===== src/rtl/pfx_sum_pipe.sv =====
// pfx_sum_pipe: consumer end of a parallel-prefix adder. Takes per-bit
// generate/propagate vectors plus carry-in and resolves carries through a
// pipelined Kogge-Stone tree (capture stage R0, then LEVELS prefix stages).
// All stages advance together under a single global enable.
// Optional feature macro: PFX_SUM_OVF_EN adds the two's-complement overflow
// output ovf.
module pfx_sum_pipe #(
  parameter int unsigned DATA_WIDTH = 8
) (
  input  logic                  clk,
  input  logic                  rst_n,
  input  logic                  in_valid,
  output logic                  in_ready,
  input  logic [DATA_WIDTH-1:0] g,
  input  logic [DATA_WIDTH-1:0] p,
  input  logic                  cin,
  output logic                  out_valid,
  input  logic                  out_ready,
  output logic [DATA_WIDTH-1:0] sum,
  output logic                  cout
`ifdef PFX_SUM_OVF_EN
  ,
  output logic                  ovf
`endif
);

  localparam int unsigned LEVELS = $clog2(DATA_WIDTH);

  // Per-stage registers; index 0 is the capture stage, LEVELS the output stage.
  // Propagate is dead after the last prefix level, so it stops one stage early.
  logic                  vld [0:LEVELS];
  logic                  cr  [0:LEVELS];
  logic [DATA_WIDTH-1:0] gr  [0:LEVELS];
  logic [DATA_WIDTH-1:0] tr  [0:LEVELS];
  logic [DATA_WIDTH-1:0] pr  [0:LEVELS-1];

  logic en;

  assign en       = !vld[LEVELS] || out_ready;
  assign in_ready = en;

  // Capture stage: fold carry-in into bit 0 generate and record half-sum.
  always_ff @(posedge clk) begin
    if (!rst_n) begin
      vld[0] <= 1'b0;
      cr[0]  <= 1'b0;
      gr[0]  <= '0;
      pr[0]  <= '0;
      tr[0]  <= '0;
    end else if (en) begin
      vld[0] <= in_valid;
      cr[0]  <= cin;
      gr[0]  <= {g[DATA_WIDTH-1:1], g[0] | (p[0] & cin)};
      pr[0]  <= p;
      tr[0]  <= p & ~g;
    end
  end

  for (genvar k = 1; k <= LEVELS; k++) begin : g_stage
    localparam int unsigned D = 1 << (k - 1);

    logic [DATA_WIDTH-1:0] gx;
    logic [DATA_WIDTH-1:0] px;

    for (genvar i = 0; i < DATA_WIDTH; i++) begin : g_bit
      if (i >= D) begin : g_comb
        assign gx[i] = gr[k-1][i] | (pr[k-1][i] & gr[k-1][i-D]);
        assign px[i] = pr[k-1][i] & pr[k-1][i-D];
      end else begin : g_pass
        assign gx[i] = gr[k-1][i];
        assign px[i] = pr[k-1][i];
      end
    end

    // Prefix stage k: combine with span D, carry half-sum and cin alongside.
    always_ff @(posedge clk) begin
      if (!rst_n) begin
        vld[k] <= 1'b0;
        cr[k]  <= 1'b0;
        gr[k]  <= '0;
        tr[k]  <= '0;
      end else if (en) begin
        vld[k] <= vld[k-1];
        cr[k]  <= cr[k-1];
        gr[k]  <= gx;
        tr[k]  <= tr[k-1];
      end
    end

    if (k < LEVELS) begin : g_prop
      // Group propagate is only needed by later prefix levels.
      always_ff @(posedge clk) begin
        if (!rst_n) begin
          pr[k] <= '0;
        end else if (en) begin
          pr[k] <= px;
        end
      end
    end else begin : g_last
      logic unused_px;
      assign unused_px = ^px;
    end
  end

  assign out_valid = vld[LEVELS];
  assign sum       = tr[LEVELS] ^ {gr[LEVELS][DATA_WIDTH-2:0], cr[LEVELS]};
  assign cout      = gr[LEVELS][DATA_WIDTH-1];

`ifdef PFX_SUM_OVF_EN
  assign ovf = gr[LEVELS][DATA_WIDTH-1] ^ gr[LEVELS][DATA_WIDTH-2];
`endif

endmodule

===== config.mk =====
export PLATFORM = sky130hd
export DESIGN_NAME = pfx_sum_pipe
export DESIGN_NICKNAME = d
export VERILOG_FILES = /design/src/rtl/pfx_sum_pipe.sv
export SDC_FILE = /design/constraint.sdc
export NUM_CORES = 1
export LEC_CHECK = 0
export ABC_AREA = 1
export CAP_MARGIN = 10
export CORE_MARGIN = 8
export CORE_UTILIZATION = 52
export CTS_BUF_LIST = sky130_fd_sc_hd__clkbuf_4 sky130_fd_sc_hd__clkbuf_8 sky130_fd_sc_hd__clkbuf_16
export CTS_CLUSTER_DIAMETER = 50
export CTS_CLUSTER_SIZE = 28
export DETAILED_ROUTE_END_ITERATION = 6
export PLACE_DENSITY = 0.73
export SLEW_MARGIN = 20
export SYNTH_ARGS = -nofsm -noshare
export SYNTH_HDL_FRONTEND = slang
export SYNTH_SLANG_ARGS = --single-unit

===== constraint.sdc =====
create_clock -name clk -period 5.6 [get_ports clk]
set_input_delay 1.12 -clock clk [delete_from_list [all_inputs] [get_ports clk]]
set_output_delay 1.12 -clock clk [all_outputs]
set_load 0.01 [all_outputs]

==> impl_metrics.env <==
export IMPL_outcome="finished, final reports clean"
export IMPL_setup_viol=0
export IMPL_io_pins=32
export IMPL_wl_mm=4.44
export IMPL_final_cell_mix="87 x edfxtp_1, 57 x nor2_1, 53 x inv_1, 31 x clkdlybuf4s50_1, 30 x nor2_2"
export IMPL_cts_tree="yes"
export IMPL_hold_slack_ns=0.475
export IMPL_max_freq_mhz=289
export IMPL_initialDrtViolationCount=114
export IMPL_skew_ns=0.00800
export IMPL_ant_nets=0
export IMPL_critical_path_top_delay_family="buffers and inverters"
export IMPL_fin_nets=346
export IMPL_grtUsageTotal=0.102
export IMPL_grt_max_degree=88
export IMPL_crit_arrival_ns=2.34
export IMPL_cts_resized=0
export IMPL_post_cts_buffers=0
export IMPL_critPathMaxStageDelay_ns=0.55
export IMPL_synth_cell_area_um2=3600
export IMPL_tns_ns=0
export IMPL_start_util=0.533
export IMPL_ys_types=13
export IMPL_dr_pass1_iters=4
export IMPL_p_per_area_nw_per_um2=294
export IMPL_crit_path_end_kind="output port"
export IMPL_overflow=0
export IMPL_cp_max_fo=4
export IMPL_synth_nets=312
export IMPL_clkTransAtPathRegs_ns=0.07
export IMPL_holdBufCountCts=0
export IMPL_regToRegSetupSlack_ns=3.81
export IMPL_rsz0062_at_grt="false"
export IMPL_cts_root_buf="clkbuf_8"
export IMPL_grt_pass1_wl_mm=7.83
export IMPL_vdd_ir_drop_max_mv=0.124
export IMPL_antenna_found_initial=0
export IMPL_synth_seq_cells=89
export IMPL_via_per_inst=4.47
export IMPL_path_class="primary input to output port"
export IMPL_clock_sinks=89
export IMPL_grt_pass1_vias=1778
export IMPL_dp_hpwl_mm=2.65
export IMPL_clkLatencyLatePin_ns=0.34
export IMPL_cts_buffer_depth=2
export IMPL_crit_required_ns=4.48
export IMPL_slew_viol_final=0
export IMPL_crit_buf_inv=3
export IMPL_dr_wl_met2_mm=2.18
export IMPL_hold_class="register to register"
export IMPL_n_antenna_cell=0
export IMPL_ys_warnings_count=0
export IMPL_timing_final_crit_share=0.619
export IMPL_cts_htree_levels=3
export IMPL_die_area_um2=9840
export IMPL_cp_start_kind="primary input"
export IMPL_path_cells="clkdlybuf4s50_1, inv_1, nand2_2, clkdlybuf4s50_1"
export IMPL_portBuffers=31
export IMPL_drc=0
export IMPL_wire_per_inst_um=10.8
export IMPL_final_common_cell="edfxtp_1"
export IMPL_top_layer="met4"
export IMPL_worst_pin_slew_ns=0.998
export IMPL_core_um2=6760
export IMPL_synth_seq_area_share=0.737
export IMPL_slew_headroom=0.335
export IMPL_area_growth_pct=15.5
export IMPL_die_y_um=99.2
export IMPL_syn_inst=291
export IMPL_cap_violations=0
export IMPL_dr_total_vias=1831
export IMPL_drive_gt1_frac=0.152
export IMPL_wl_met3_um=206
export IMPL_p_leak_nw=1.69
export IMPL_fp_dieW_um=99.2
export IMPL_hold_violations=0
export IMPL_slowest_stage="clkdlybuf4s50_1"
export IMPL_synth_area_per_cell_um2=12.4
export IMPL_cts_made_buffers=9
export IMPL_rows=30
export IMPL_crit_top_cell="clkdlybuf4s50_1"
export IMPL_fin_crit_ns=3.46
export IMPL_gp_congestion=0.752
export IMPL_m1WireLength_mm=2.01
[worst min-delay path: stages, from the launching register on]
cell      delay, ns
edfxtp_1       0.33
nand3_1        0.07
nand2_1        0.05
[final timing paths]
path              end  cells past startpoint       from
min            vld[2]                      2     vld[1]
max reg2reg  gr[0][1]                      3     vld[3]
min reg2reg    vld[2]                      2     vld[1]
max          in_ready                      4  out_ready
[layer usage]
metal,up-vias,track usage
li1,997,-
met3,2,0.0258
met2,34,0.159
met4,0,0.0873
met5,-,0
met1,798,0.116
[cells in the mapped netlist]
cell type | instances | area share
a21oi_1 | 18 | 0.025
buf_2 | 5 | 0.0070
buf_6 | 4 | 0.013
dfxtp_1 | 2 | 0.011
edfxtp_1 | 87 | 0.73
inv_1 | 53 | 0.055
nand2_1 | 20 | 0.021
nand2_2 | 2 | 0.0035
nand3_1 | 3 | 0.0042
nand4_1 | 2 | 0.0035
nor2_1 | 57 | 0.059
nor2_2 | 30 | 0.052
xor2_1 | 8 | 0.019
[cells by family (layout without fill, tap and decap cells)]
group	count (synthesis)	in the layout	share of synthesized area
buffers and inverters	62	101	0.0748
xor gates and xnor gates	8	8	0.0195
and+or+nand+nor	114	114	0.144
AOI/OAI and AO/OA	18	18	0.0250
DFF	89	89	0.737
[power by group]
part / switching, mW / internal [mW]
clock: 0.210 / 0.170
sequential: 0.0124 / 0.757
combinational: 0.0379 / 0.0350
total: 0.260 / 0.962
[final cells by class]
cell class / count / area, um2
inverter: 53 / 199
multi-input combinational: 140 / 694
clock buffer: 11 / 139
clock inverter: 5 / 32.5
timing repair buffer: 32 / 338
fill: 548 / 2600
sequential: 89 / 2650
tap: 80 / 100
[per-stage QoR]
stage	utilization	setup slack, ns	cells	total power [mW]	area (um2)
final	0.615	2.14	410	1.22	4160
after floorplan	-	1.34	291	0.829	3600
after global placement	0.586	2.14	393	0.857	3960
after detailed placement	0.586	2.14	393	0.859	3960
after CTS	0.611	2.14	409	1.23	4130
after global routing	0.615	2.07	410	1.27	4160
[flip-flops by register name, indices dropped and copies added (netlist names)]
| name | count |
|---|---|
| vld | 4 |
| pr | 17 |
| gr | 32 |
| tr | 32 |
| cr | 4 |
(Power assumes the default switching activity.)
